===== config.mk =====
export PLATFORM = sky130hd
export DESIGN_NAME = cordic_vectoring
export DESIGN_NICKNAME = d
export VERILOG_FILES = /design/src/rtl/cordic_pkg.sv /design/src/rtl/cordic_vec_stage.sv /design/src/rtl/cordic_vectoring.sv
export SDC_FILE = /design/constraint.sdc
export NUM_CORES = 1
export LEC_CHECK = 0
export ABC_AREA = 1
export CAP_MARGIN = 20
export CORE_MARGIN = 2
export CORE_UTILIZATION = 69
export CTS_CLUSTER_SIZE = 25
export DETAILED_ROUTE_END_ITERATION = 8
export GPL_ROUTABILITY_DRIVEN = 1
export GPL_TIMING_DRIVEN = 0
export PLACE_DENSITY = 0.89
export SYNTH_ARGS = -nofsm -noshare
export SYNTH_HDL_FRONTEND = slang
export SYNTH_HIERARCHICAL = 1
export SYNTH_SLANG_ARGS = --single-unit

===== constraint.sdc =====
create_clock -name clk -period 10.9 [get_ports clk]
set_input_delay 2.725 -clock clk [delete_from_list [all_inputs] [get_ports clk]]
set_output_delay 2.725 -clock clk [all_outputs]
set_load 0.01 [all_outputs]

===== src/rtl/cordic_pkg.sv =====
// cordic_pkg: shared CORDIC constants, arctangent table and FSM state encoding
package cordic_pkg;
  localparam logic [31:0] ANG_90 = 32'h4000_0000;
  localparam logic [15:0] K_GAIN = 16'd9949;
  localparam logic [31:0] ATAN_TAB [16] = '{
    32'd536870912, 32'd316933406, 32'd167458907, 32'd85004756,
    32'd42667331,  32'd21354465,  32'd10679838,  32'd5340245,
    32'd2670163,   32'd1335087,   32'd667544,    32'd333772,
    32'd166886,    32'd83443,     32'd41722,     32'd20861
  };
  typedef enum logic [1:0] {ST_IDLE, ST_ITER, ST_SCALE} state_e;
endpackage


===== src/rtl/cordic_vec_stage.sv =====
// cordic_vec_stage: one combinational vectoring micro-rotation, reused every cycle
module cordic_vec_stage
  import cordic_pkg::*;
#(
  parameter int IW = 20
) (
  input  logic signed [IW-1:0] x_i,
  input  logic signed [IW-1:0] y_i,
  input  logic        [31:0]   z_i,
  input  logic        [3:0]    i_i,
  output logic signed [IW-1:0] x_o,
  output logic signed [IW-1:0] y_o,
  output logic        [31:0]   z_o
);
  logic signed [IW-1:0] xs, ys;
  logic [31:0] a;
  logic neg, hold;
  // Steer y toward zero; the all-zero vector is left alone so its angle stays at 0
  always_comb begin
    xs = x_i >>> i_i;
    ys = y_i >>> i_i;
    a = ATAN_TAB[i_i];
    neg = y_i[IW-1];
    hold = (x_i == '0) && (y_i == '0);
    x_o = hold ? x_i : (neg ? x_i - ys : x_i + ys);
    y_o = hold ? y_i : (neg ? y_i + xs : y_i - xs);
    z_o = hold ? z_i : (neg ? z_i - a : z_i + a);
  end
endmodule


===== src/rtl/cordic_vectoring.sv =====
// cordic_vectoring: iterative CORDIC vectoring unit producing atan2(y,x) and gain-compensated magnitude
module cordic_vectoring
  import cordic_pkg::*;
#(
  parameter int ITER = 16,
  parameter int IW   = 20
) (
  input  logic               clk,
  input  logic               reset,
  input  logic               start,
  input  logic signed [15:0] x_in,
  input  logic signed [15:0] y_in,
  output logic               busy,
  output logic               done,
  output logic        [31:0] angle_out,
  output logic        [15:0] mag_out
);
  state_e state_q, state_d;
  logic [3:0] i_q, i_d;
  logic signed [IW-1:0] x_q, x_d, y_q, y_d, xe, ye, xs, ys;
  logic [31:0] z_q, z_d, zs;
  logic busy_q, busy_d, done_q, done_d;
  logic [31:0] angle_q, angle_d;
  logic [15:0] mag_q, mag_d, mag_sat;
  logic [IW+15:0] prod;
  logic [IW+1:0] scaled;

  cordic_vec_stage #(.IW(IW)) u_stage (
    .x_i(x_q),
    .y_i(y_q),
    .z_i(z_q),
    .i_i(i_q),
    .x_o(xs),
    .y_o(ys),
    .z_o(zs)
  );

  // Widen inputs for pre-rotation and gain-compensate x, clamping into the unsigned 16-bit range
  always_comb begin
    xe = {{(IW-16){x_in[15]}}, x_in};
    ye = {{(IW-16){y_in[15]}}, y_in};
    prod = {{16{x_q[IW-1]}}, x_q} * {{IW{1'b0}}, K_GAIN};
    scaled = (IW+2)'(prod >> 14);
    mag_sat = scaled[IW+1] ? 16'h0000 : (|scaled[IW:16] ? 16'hFFFF : scaled[15:0]);
  end

  // Next-state logic: accept and pre-rotate in IDLE, one micro-rotation per ITER cycle, publish in SCALE
  always_comb begin
    state_d = state_q;
    i_d = i_q;
    x_d = x_q;
    y_d = y_q;
    z_d = z_q;
    busy_d = busy_q;
    done_d = 1'b0;
    angle_d = angle_q;
    mag_d = mag_q;
    if (state_q == ST_IDLE && start) begin
      state_d = ST_ITER;
      i_d = '0;
      busy_d = 1'b1;
      x_d = !x_in[15] ? xe : (y_in[15] ? -ye : ye);
      y_d = !x_in[15] ? ye : (y_in[15] ? xe : -xe);
      z_d = !x_in[15] ? '0 : (y_in[15] ? -ANG_90 : ANG_90);
    end else if (state_q == ST_ITER) begin
      x_d = xs;
      y_d = ys;
      z_d = zs;
      i_d = i_q + 4'd1;
      state_d = (i_q == 4'(ITER-1)) ? ST_SCALE : ST_ITER;
    end else if (state_q == ST_SCALE) begin
      angle_d = z_q;
      mag_d = mag_sat;
      done_d = 1'b1;
      busy_d = 1'b0;
      state_d = ST_IDLE;
    end
  end

  // State and datapath registers, cleared asynchronously by the active-low reset
  always_ff @(posedge clk or negedge reset) begin
    if (!reset) begin
      state_q <= ST_IDLE;
      i_q <= '0;
      x_q <= '0;
      y_q <= '0;
      z_q <= '0;
      busy_q <= 1'b0;
      done_q <= 1'b0;
      angle_q <= '0;
      mag_q <= '0;
    end else begin
      state_q <= state_d;
      i_q <= i_d;
      x_q <= x_d;
      y_q <= y_d;
      z_q <= z_d;
      busy_q <= busy_d;
      done_q <= done_d;
      angle_q <= angle_d;
      mag_q <= mag_d;
    end
  end

  assign busy = busy_q;
  assign done = done_q;
  assign angle_out = angle_q;
  assign mag_out = mag_q;
endmodule


# == Word-level counts from Yosys, hierarchy flattened ==
# Memories as Yosys holds them, arrays and structs flattened.
# Cells that the tools add are included.
# totals
elab_cells,77
mem_bits_ro,512
out_inout_bits,50
mem_count,1
input_bits,35
ff_bits,128
# classes
n_mux,34
n_bitwise,3
shifts,2
multipliers,1
magnitude_cmp,1
n_reduce_logical,12
n_addsub,9
eq_ne,5
# mem_list
memory,words,width,rd,rd_ports_with_merged_regs,write_ports,line_no,rtl
(no name shown),16,32,1,0,0,cordic_vec_stage.sv:22,a = ATAN_TAB[i_i];
# op_table
cell,n
2-to-1 mux 32 bit,8
2-to-1 mux 20 bit,12
adder 20 bit,2
zero test 20 bit,2
negation 16 -> 20 bit,2
>>> shifter 20 x 4 -> 20 bit,2
subtractor 20 bit,2
multiplier 20 x 15 -> 35 bit (second input constant),1
adder 32 bit,1
2-to-1 mux 16 bit,2
subtractor 32 bit,1
2-to-1 mux 2 bit,4
2-to-1 mux 4 bit,2
2-to-1 mux 1 bit,6
>= comparator 5 bit (second input constant),1
NOT 4 -> 5 bit,1
OR reduction 5 bit,1
adder 4 x 1 -> 4 bit (second input constant),1
== test 4 bit (second input constant),1
inequality test 2 bit (second input constant),2
AND reduction 2 bit,2
nonzero test 2 bit,2
AND reduction 3 bit,1
nonzero test 3 bit,1
5 further kinds,7

# == Depth between registers and ports, before layout ==
# Gate-level depths: netlist of run 1.
# logic_depth
depth_word,9
depth_mapped,32
ltp_nobuf,30

# == Hierarchy ==
# Netlist of run 1, hierarchy kept.
# by_module_without_submodules
module,area_each_um2,n_inst,seq_area_each_um2,cells_per_inst
cordic_vectoring,12738.5,1,3203.1,1572
cordic_vec_stage,8002.7,1,0.0,1494

# == Worst setup path after synthesis of run 1 ==
# No wires, ideal clock.
# synth_timing
kind,reg2reg
start,reg x_q[19]
end,reg mag_q[10] (netlist: mag_out[10])
required_ns,10.784
setup_ns,0.116
stages_incl_launch_ff,24
t_arrival_ns,5.357
slack_ns,5.427
period_less_slack_ns,5.473
path_buffers,1
path_cell_list,dfrtp_1 -> ha_1 -> inv_1 -> fa_1 -> fa_1 -> fa_1 -> fa_1 -> inv_1 -> fa_1 -> inv_1 -> ha_1 -> nand2_2 -> inv_2 -> a21oi_2 -> nand2_2 -> a21oi_4 -> nand2_1 -> nand2_1 -> nand2_4 -> nor2_8 -> buf_8 -> nand4_1 -> nand2_1 -> nand2_1
# synth_between
elab_chain_len,4
# synth_rtl
item,line_no,rtl
start: declaration,cordic_vectoring.sv:20,"logic signed [IW-1:0] x_q, x_d, y_q, y_d, xe, ye, xs, ys;"
start signal: assignment,cordic_vectoring.sv:85,x_q <= '0;
start signal: assignment,cordic_vectoring.sv:95,x_q <= x_d;
multiplier 20 x 15 -> 35 bit *,cordic_vectoring.sv:42,"prod = {{16{x_q[IW-1]}}, x_q} * {{IW{1'b0}}, K_GAIN};"
OR reduction 5 bit,cordic_vectoring.sv:44,mag_sat = scaled[IW+1] ? 16'h0000 : (|scaled[IW:16] ? 16'hFFFF : scaled[15:0]);
2-to-1 mux 16 bit,cordic_vectoring.sv:44,
2-to-1 mux 16 bit *,cordic_vectoring.sv:44,
end signal: assignment,cordic_vectoring.sv:101,mag_q <= mag_d;
end: declaration,cordic_vectoring.sv:24,"logic [15:0] mag_q, mag_d, mag_sat;"
# Mark *: on every way between the ends. The rest lies on a longest branch, timed or not.
# A chain may end at the register's enable or synchronous reset.

# == Worst setup path after layout of run 1 ==
# layout_timing
start,reg x_q[8]
end,reg mag_q[8] (netlist: mag_out[8])
# Same word-level chain as after synthesis.

==> results of run 1 <==
[registers in the layout, indices dropped and copies added, names as in the netlist]
name / cells
done: 1
x_q: 20
mag_out: 16
i_q: 4
z_q: 32
busy: 1
state_q: 2
angle_out: 32
y_q: 20
[area by class of cell]
cell class / count / area [µm²] / area share (%)
tap: 390 / 488.0 / 2.147
sequential: 128 / 3203 / 14.10
multi-input combinational: 2369 / 15220 / 66.99
clock inverter: 12 / 156.4 / 0.6883
buffer: 98 / 545.5 / 2.401
clock buffer: 20 / 446.7 / 1.966
antenna: 1 / 2.502 / 0.01101
timing repair buffer: 85 / 888.4 / 3.909
inverter: 471 / 1770 / 7.791
[synthesized netlist by cell type, drive strengths merged, types with 2 or more instances]
| master | count |
|---|---|
| a211oi | 2 |
| a21boi | 2 |
| a21o | 11 |
| a21oi | 216 |
| a221oi | 3 |
| a22o | 2 |
| a22oi | 3 |
| a31oi | 18 |
| and2 | 3 |
| and3 | 2 |
| buf | 48 |
| clkbuf | 50 |
| clkinv | 2 |
| dfrtp | 128 |
| fa | 129 |
| ha | 208 |
| inv | 469 |
| nand2 | 782 |
| nand2b | 2 |
| nand3 | 222 |
| nand3b | 14 |
| nand4 | 35 |
| nor2 | 251 |
| nor3 | 30 |
| nor3b | 3 |
| nor4 | 11 |
| o211ai | 16 |
| o21ai | 236 |
| o21bai | 9 |
| o221ai | 6 |
| o22ai | 6 |
| o31ai | 9 |
| or2 | 13 |
| xnor2 | 48 |
| xor2 | 72 |
[worst paths after layout]
path	endpoint	cells past startpoint
min in group asynchronous	angle_out[15]$_DFFE_PN0P_	1
max reg2reg	mag_out[8]$_DFFE_PN0P_	23
min reg2reg	mag_out[3]$_DFFE_PN0P_	2
min	mag_out[3]$_DFFE_PN0P_	2
max	mag_out[8]$_DFFE_PN0P_	23
max in group asynchronous	y_q[5]$_DFFE_PN0P_	2
[cell families (layout without fill, tap and decap cells)]
logic type | Yosys count | count (layout)
DFF | 128 | 128
adders and majority gates | 337 | 337
AOI/OAI and AO/OA | 544 | 544
and+or+nand+nor | 1368 | 1368
buffers and inverters | 569 | 686
other | 0 | 1
xor gates and xnor gates | 120 | 120
[per-layer routing]
layer | vias up | wire length (µm)
met3 | 445 | 8914
li1 | 10120 | -
met4 | 0 | 5026
met1 | 10290 | 26880
met5 | - | 0
met2 | 1646 | 31710
[per-stage QoR]
step	cells	instance area [µm²]	setup slack [ps]	util [%]	hold WS, ps
2_1_floorplan	3066	20740	5427	-	472.4
3_3_place_gp	3538	22050	2174	74.40	461.5
3_5_place_dp	3539	22080	4588	74.49	464.1
4_1_cts	3571	22680	4518	76.53	489.1
5_1_grt	3573	22720	4358	76.66	504.5
6_report	3574	22720	4523	76.67	484.0
[critical path: stages, from the launching register on]
cell     delay (ps)
dfrtp_1         780
ha_1            460
xor2_1          190
ha_1            200
a21o_1          170
fa_1            520
fa_1            480
fa_1            630
inv_1            90
fa_1            530
inv_1            40
ha_1            300
nand2_1         130
o21ai_0         390
inv_1            90
nand3_1         290
nand2_1         120
nand3_1         100
nand2_1          80
nor2_4          250
buf_6           170
nand4_1          80
nand2_1          90
nand2_1          60
==> impl_results.md, run 1 <==
- Status: finished with violations
- Violated checks: DRC
- Synth cell types: 64
- Final clock skew: 14.18 ps
- Net Count, Synth: 3,438
- Yosys reg bits: about 130
- Die W: 177.4 µm
- GRT busiest layer: met2
- Tmin final: 6377 ps
- Synth top area share: between 15 and 20%
- Worst setup startpoint: x_q[8]$_DFFE_PN0P_
- Routed vias: 22,500
- GPL Wtd Cong: between 1 and 1.5
- Initial antenna violation count: 3
- Setup TNS: 0 ps
- Slew headroom: 18.19%
- Hold buffers post-CTS: 0
- Routing usage on met1: 57.19%
- Worst EP arrival: 6710 ps
- Post-cts resize count: 0
- Sinks on Clock Net: 128
- WL per Instance: 20.29 µm
- Detailed Route WL: 72.53 mm
- Most area-consuming cells after synthesis: dfrtp_1 15%, nand2_1 14%, ha_1 13%
- Worst flop-to-flop path startpoint: x_q[8]$_DFFE_PN0P_
- # DRC: 1
- Number of global-route vias before repair: 21,630
- H-tree Lvls: 4
- GRT met3 Usage: 12.38%
- DR pass1 iterations: 9
- Cell row count: 63
- Startpoint types: register
- Area grow syn2layout: 9.555%
- Hold_sp: mag_out[3]$_DFFE_PN0P_
- CTS tree: built
- Most frequent cells in the layout: 766 x nand2_1, 458 x inv_1, 224 x nor2_1, 219 x o21ai_0, 217 x nand3_1
- EDFF count, synth: 0
- Setup slack, reg-to-reg: about 4500 ps
- Iteration-0 DRC Markers: 3,103
- ANT nets after route: 0
- Synth Area in Adders: 25.00%
- Mux cell area share after synthesis: 0%
- Register area share after synthesis: 15.44%
- Share of layout cells above drive strength 1: under 10%
- Largest family of logic cells by synthesized area: simple AND/OR/NAND/NOR gates
- Largest net degree at the start of global routing: between 60 and 70
- Via/cell ratio: 6.296
- Io pins: 85
- Syn_area_per_cell: ~6.8 µm²
- First-pass GRT wire length: roughly 110 mm
- Final hold violation count: 0
- Compound-gate portion of the synthesized area: 14.65%
- Total global routing overflow: 0
- Biggest area consumer among synthesized cells: dfrtp_1
- Share of flip-flops with an asynchronous set or reset: 100.0%
- Clock Path Buffers: 2
- Fin. max-slew vios: 0
- Max frequency: 0.1568 GHz
- Simple-gate portion of the synthesized area: roughly 28%
- CP endpoint kind: register
- Synth warn: 6
- Core footprint: 0.02964 mm²
- RSZ-0062 raised after global routing: false
- Maxcap violations: 0
- Post-Synth XOR/XNOR Area: 5.284%
- Worst-margin pin slew: 1223 ps
- Clock root cell: clkbuf_16
- DIE AREA: 0.03146 mm²
- Number of buffers added on ports: between 80 and 90
- Synthesized area: just over 0.02 mm²
- TritonCTS buffer count: 17
- Final worst path period share: 58.50%
- Main flop type after synthesis: dfrtp_1
- Critical path type: reg -> reg
- Die span in y: 177.4 µm
- CTS clk-pin slew, worst paths: around 60 ps
- Grt met2 use: 72.71%
- Hold crit path type: reg -> reg
- Fillers: 2,270
- GRT Util Overall: 46.25%
- Gate count after technology mapping: 3,066
- Clk Latency, worst-skew pair: around 460 ps
- Most common cell after layout, fill and taps aside: nand2_1
- Post-DP HPWL: between 50 and 60 mm
- Worst-path fanout max: 10
- Nets: ~3,500
- Initial core utilization: 69.98%
- Postcts setup bufs: 0
- Worst path required time: between 10,000 and 15,000 ps
- Final Setup Violations: 0
Power of run 1 is not shown: default switching activity piles up to over one toggle a cycle in this logic, so the estimate is an artifact.
==> inputs of run 2 (changes only) <==
Settings changed: CORE_UTILIZATION 69 to 64, PLACE_DENSITY 0.89 to 0.83.
Clock period 10.9 ns to 6.26 ns, I/O delays scaled along.
==> run 2 against run 1 <==
  * The flow now finishes without violations
  * Via count shrank 2.9%
  * Die area grew 7.6%
  * Cell area grew 0.12%
  * Critical path type unchanged
  * Routed wire length shrank 4.6%
  * First-iteration DRC count shrank 23%
  * Clock-buffer cell count shrank 2
  * Critical path depth grew 1
==> impl_results.md, run 2 (synthesis gave the netlist of run 1 again) <==
- CP Cell Sequence: ha_1 -> inv_1 -> fa_1 -> inv_1 -> fa_1 -> fa_1 -> fa_1 -> inv_1 -> fa_1 -> inv_1 -> ha_1 -> nand2_1 -> inv_1 -> nand2_1 -> nand3_1 -> a21oi_1 -> nand2_1 -> nand2_1 -> nand3_2 -> nand2_2 -> buf_4 -> nand4_1 -> nand2_1 -> nand2_1
- Routed vias: between 20,000 and 25,000
- CP delay by family, top: adder cells
- ANT nets after route: 0
- First-pass GRT wire length: 108.9 mm
- Number of buffers added on ports: 82
- CTS clk-pin slew, worst paths: 70 ps
- DIE AREA: ~0.034 mm²
- DP Worst Slack: 232.9 ps
- Total global routing overflow: 0
- Final Setup Violations: 0
- Initial antenna violation count: 2
- Critical Path Slowest Stage Cell: dfrtp_1
- WL per Instance: 19.29 µm
- Most common cell after layout, fill and taps aside: nand2_1
- CTS tree: built
- H-tree Lvls: 4
- Core footprint: 0.03172 mm²
- TritonCTS buffer count: 17
- Postcts setup bufs: 0
- Sinks on Clock Net: 128
- Worst path max stage delay: 620 ps
- Hold depth: 2
- Maxcap violations: 0
- Slew headroom: 20.35%
- Worst-path fanout max: 10
- Top cell by count, worst path: nand2_1
- Io pins: between 80 and 90
- Iteration-0 DRC Markers: around 2,400
- Hold crit path type: reg -> reg
- Die W: 184.0 µm
- Area grow syn2layout: 9.682%
- Share of layout cells above drive strength 1: 6.095%
- Clock Path Buffers: 2
- Most frequent cells in the layout: 766 x nand2_1, 458 x inv_1, 224 x nor2_1, 219 x o21ai_0, 217 x nand3_1
- Clk Latency, worst-skew pair: roughly 470 ps
- Worst-margin pin slew: 1195 ps
- CP endpoint kind: register
- Initial core utilization: between 60% and 70%
- Status: finished, final reports clean
- GPL Wtd Cong: 1.086
- Final worst path period share: 96.08%
- Fin. max-slew vios: 0
- DR pass1 iterations: 9
- Final setup margin: ~250 ps
- Clock root cell: clkbuf_16
- Worst path required time: 6600 ps
- Max frequency: 0.1663 GHz
- Die span in y: 184.0 µm
- Largest net degree at the start of global routing: a little under 70
- Setup TNS: 0 ps
- Cell row count: 65
- Hold buffers post-CTS: 0
- Detailed Route WL: a little under 70 mm
- Post-DP HPWL: 55.33 mm
- Tmin final: 6015 ps
- N_diodes: 0
- Worst path depth: 24
- Critical path type: reg -> reg
- Startpoint types: register
- Number of global-route vias before repair: 21,190
- Via/cell ratio: 6.095
- Bufs and invs on worst path: 6
- Dpl cells: about 3,600
- Final hold violation count: 0
- Nets: 3,542
- Worst EP arrival: 6360 ps
- Final clock skew: between 20 and 30 ps
- Final std cells w/o fill: 3,585
- GRT Util Overall: between 40 and 50%
- Fillers: 2,685
- # DRC: 0
- RSZ-0062 raised after global routing: false
- R2R cell count: 24
-- run 2: cell count changes in the layout (fill, tap and decap cells not counted) --
cell,previous run,this run
buf_6,14,13
inv_8,0,3
clkbuf_1,52,50
clkinvlp_4,4,3
dfrtp_2,0,10
buf_4,6,7
clkinv_4,1,2
clkinv_2,2,0
diode_2,1,0
bufinv_16,3,2
dfrtp_1,128,118
inv_6,2,4
-- run 2: timing repair --
action / CTS / global route
hold endpoints to repair: 0 / 0
resized for setup: 0 / 10
setup endpoints to repair: 0 / 12
-- run 2: stage by stage --
stage / area (µm²) / util (%) / hold slack [ps]
2_1_floorplan: 20740 / - / 472.4
3_3_place_gp: 22060 / 69.57 / 461.7
3_5_place_dp: 22120 / 69.74 / 465.7
4_1_cts: 22730 / 71.66 / 483.7
5_1_grt: 22750 / 71.72 / 499.8
6_report: 22750 / 71.72 / 482.3
-- run 2: worst paths after layout --
path | endpoint | start | slack (ps)
setup / recovery | mag_out[9]$_DFFE_PN0P_ | x_q[17]$_DFFE_PN0P_ | 250
hold / removal | mag_out[4]$_DFFE_PN0P_ | mag_out[4]$_DFFE_PN0P_ | 480
setup reg to reg | mag_out[9]$_DFFE_PN0P_ | x_q[17]$_DFFE_PN0P_ | 250
hold reg to reg | mag_out[4]$_DFFE_PN0P_ | mag_out[4]$_DFFE_PN0P_ | 480
max in group asynchronous | angle_out[0]$_DFFE_PN0P_ | reset | 4420
min in group asynchronous | mag_out[9]$_DFFE_PN0P_ | reset | 1080
-- run 2: layout make-up --
cell class	instances	area [µm²]	share of cell area, %
tap	402	503.0	2.211
clock buffer	18	439.2	1.930
sequential	128	3216	14.13
multi-input combinational	2369	15220	66.91
clock inverter	14	168.9	0.7425
timing repair buffer	85	884.6	3.888
buffer	98	545.5	2.398
inverter	471	1770	7.782
-- run 2: worst register-to-register path: cells and delay by family (launching register included) --
kind	cells	cell delay, ps
adder cells (fa/ha/maj)	7	3380
buffers and inverters	6	470
AO/OA/AOI/OAI	1	160
flip-flops	1	620
AND/OR/NAND/NOR	10	1290
-- run 2: layer usage --
metal	routed length, µm	share of wire [%]	global-route usage, %	vias to the layer above
li1	-	-	-	10130
met1	27140	39	51.70	10140
met2	29940	43	64.59	1254
met3	7649	11	11.25	317
met4	4403	6.4	23.62	6
met5	41	0.059	0	-
Power of run 2 is left out for the same reason.
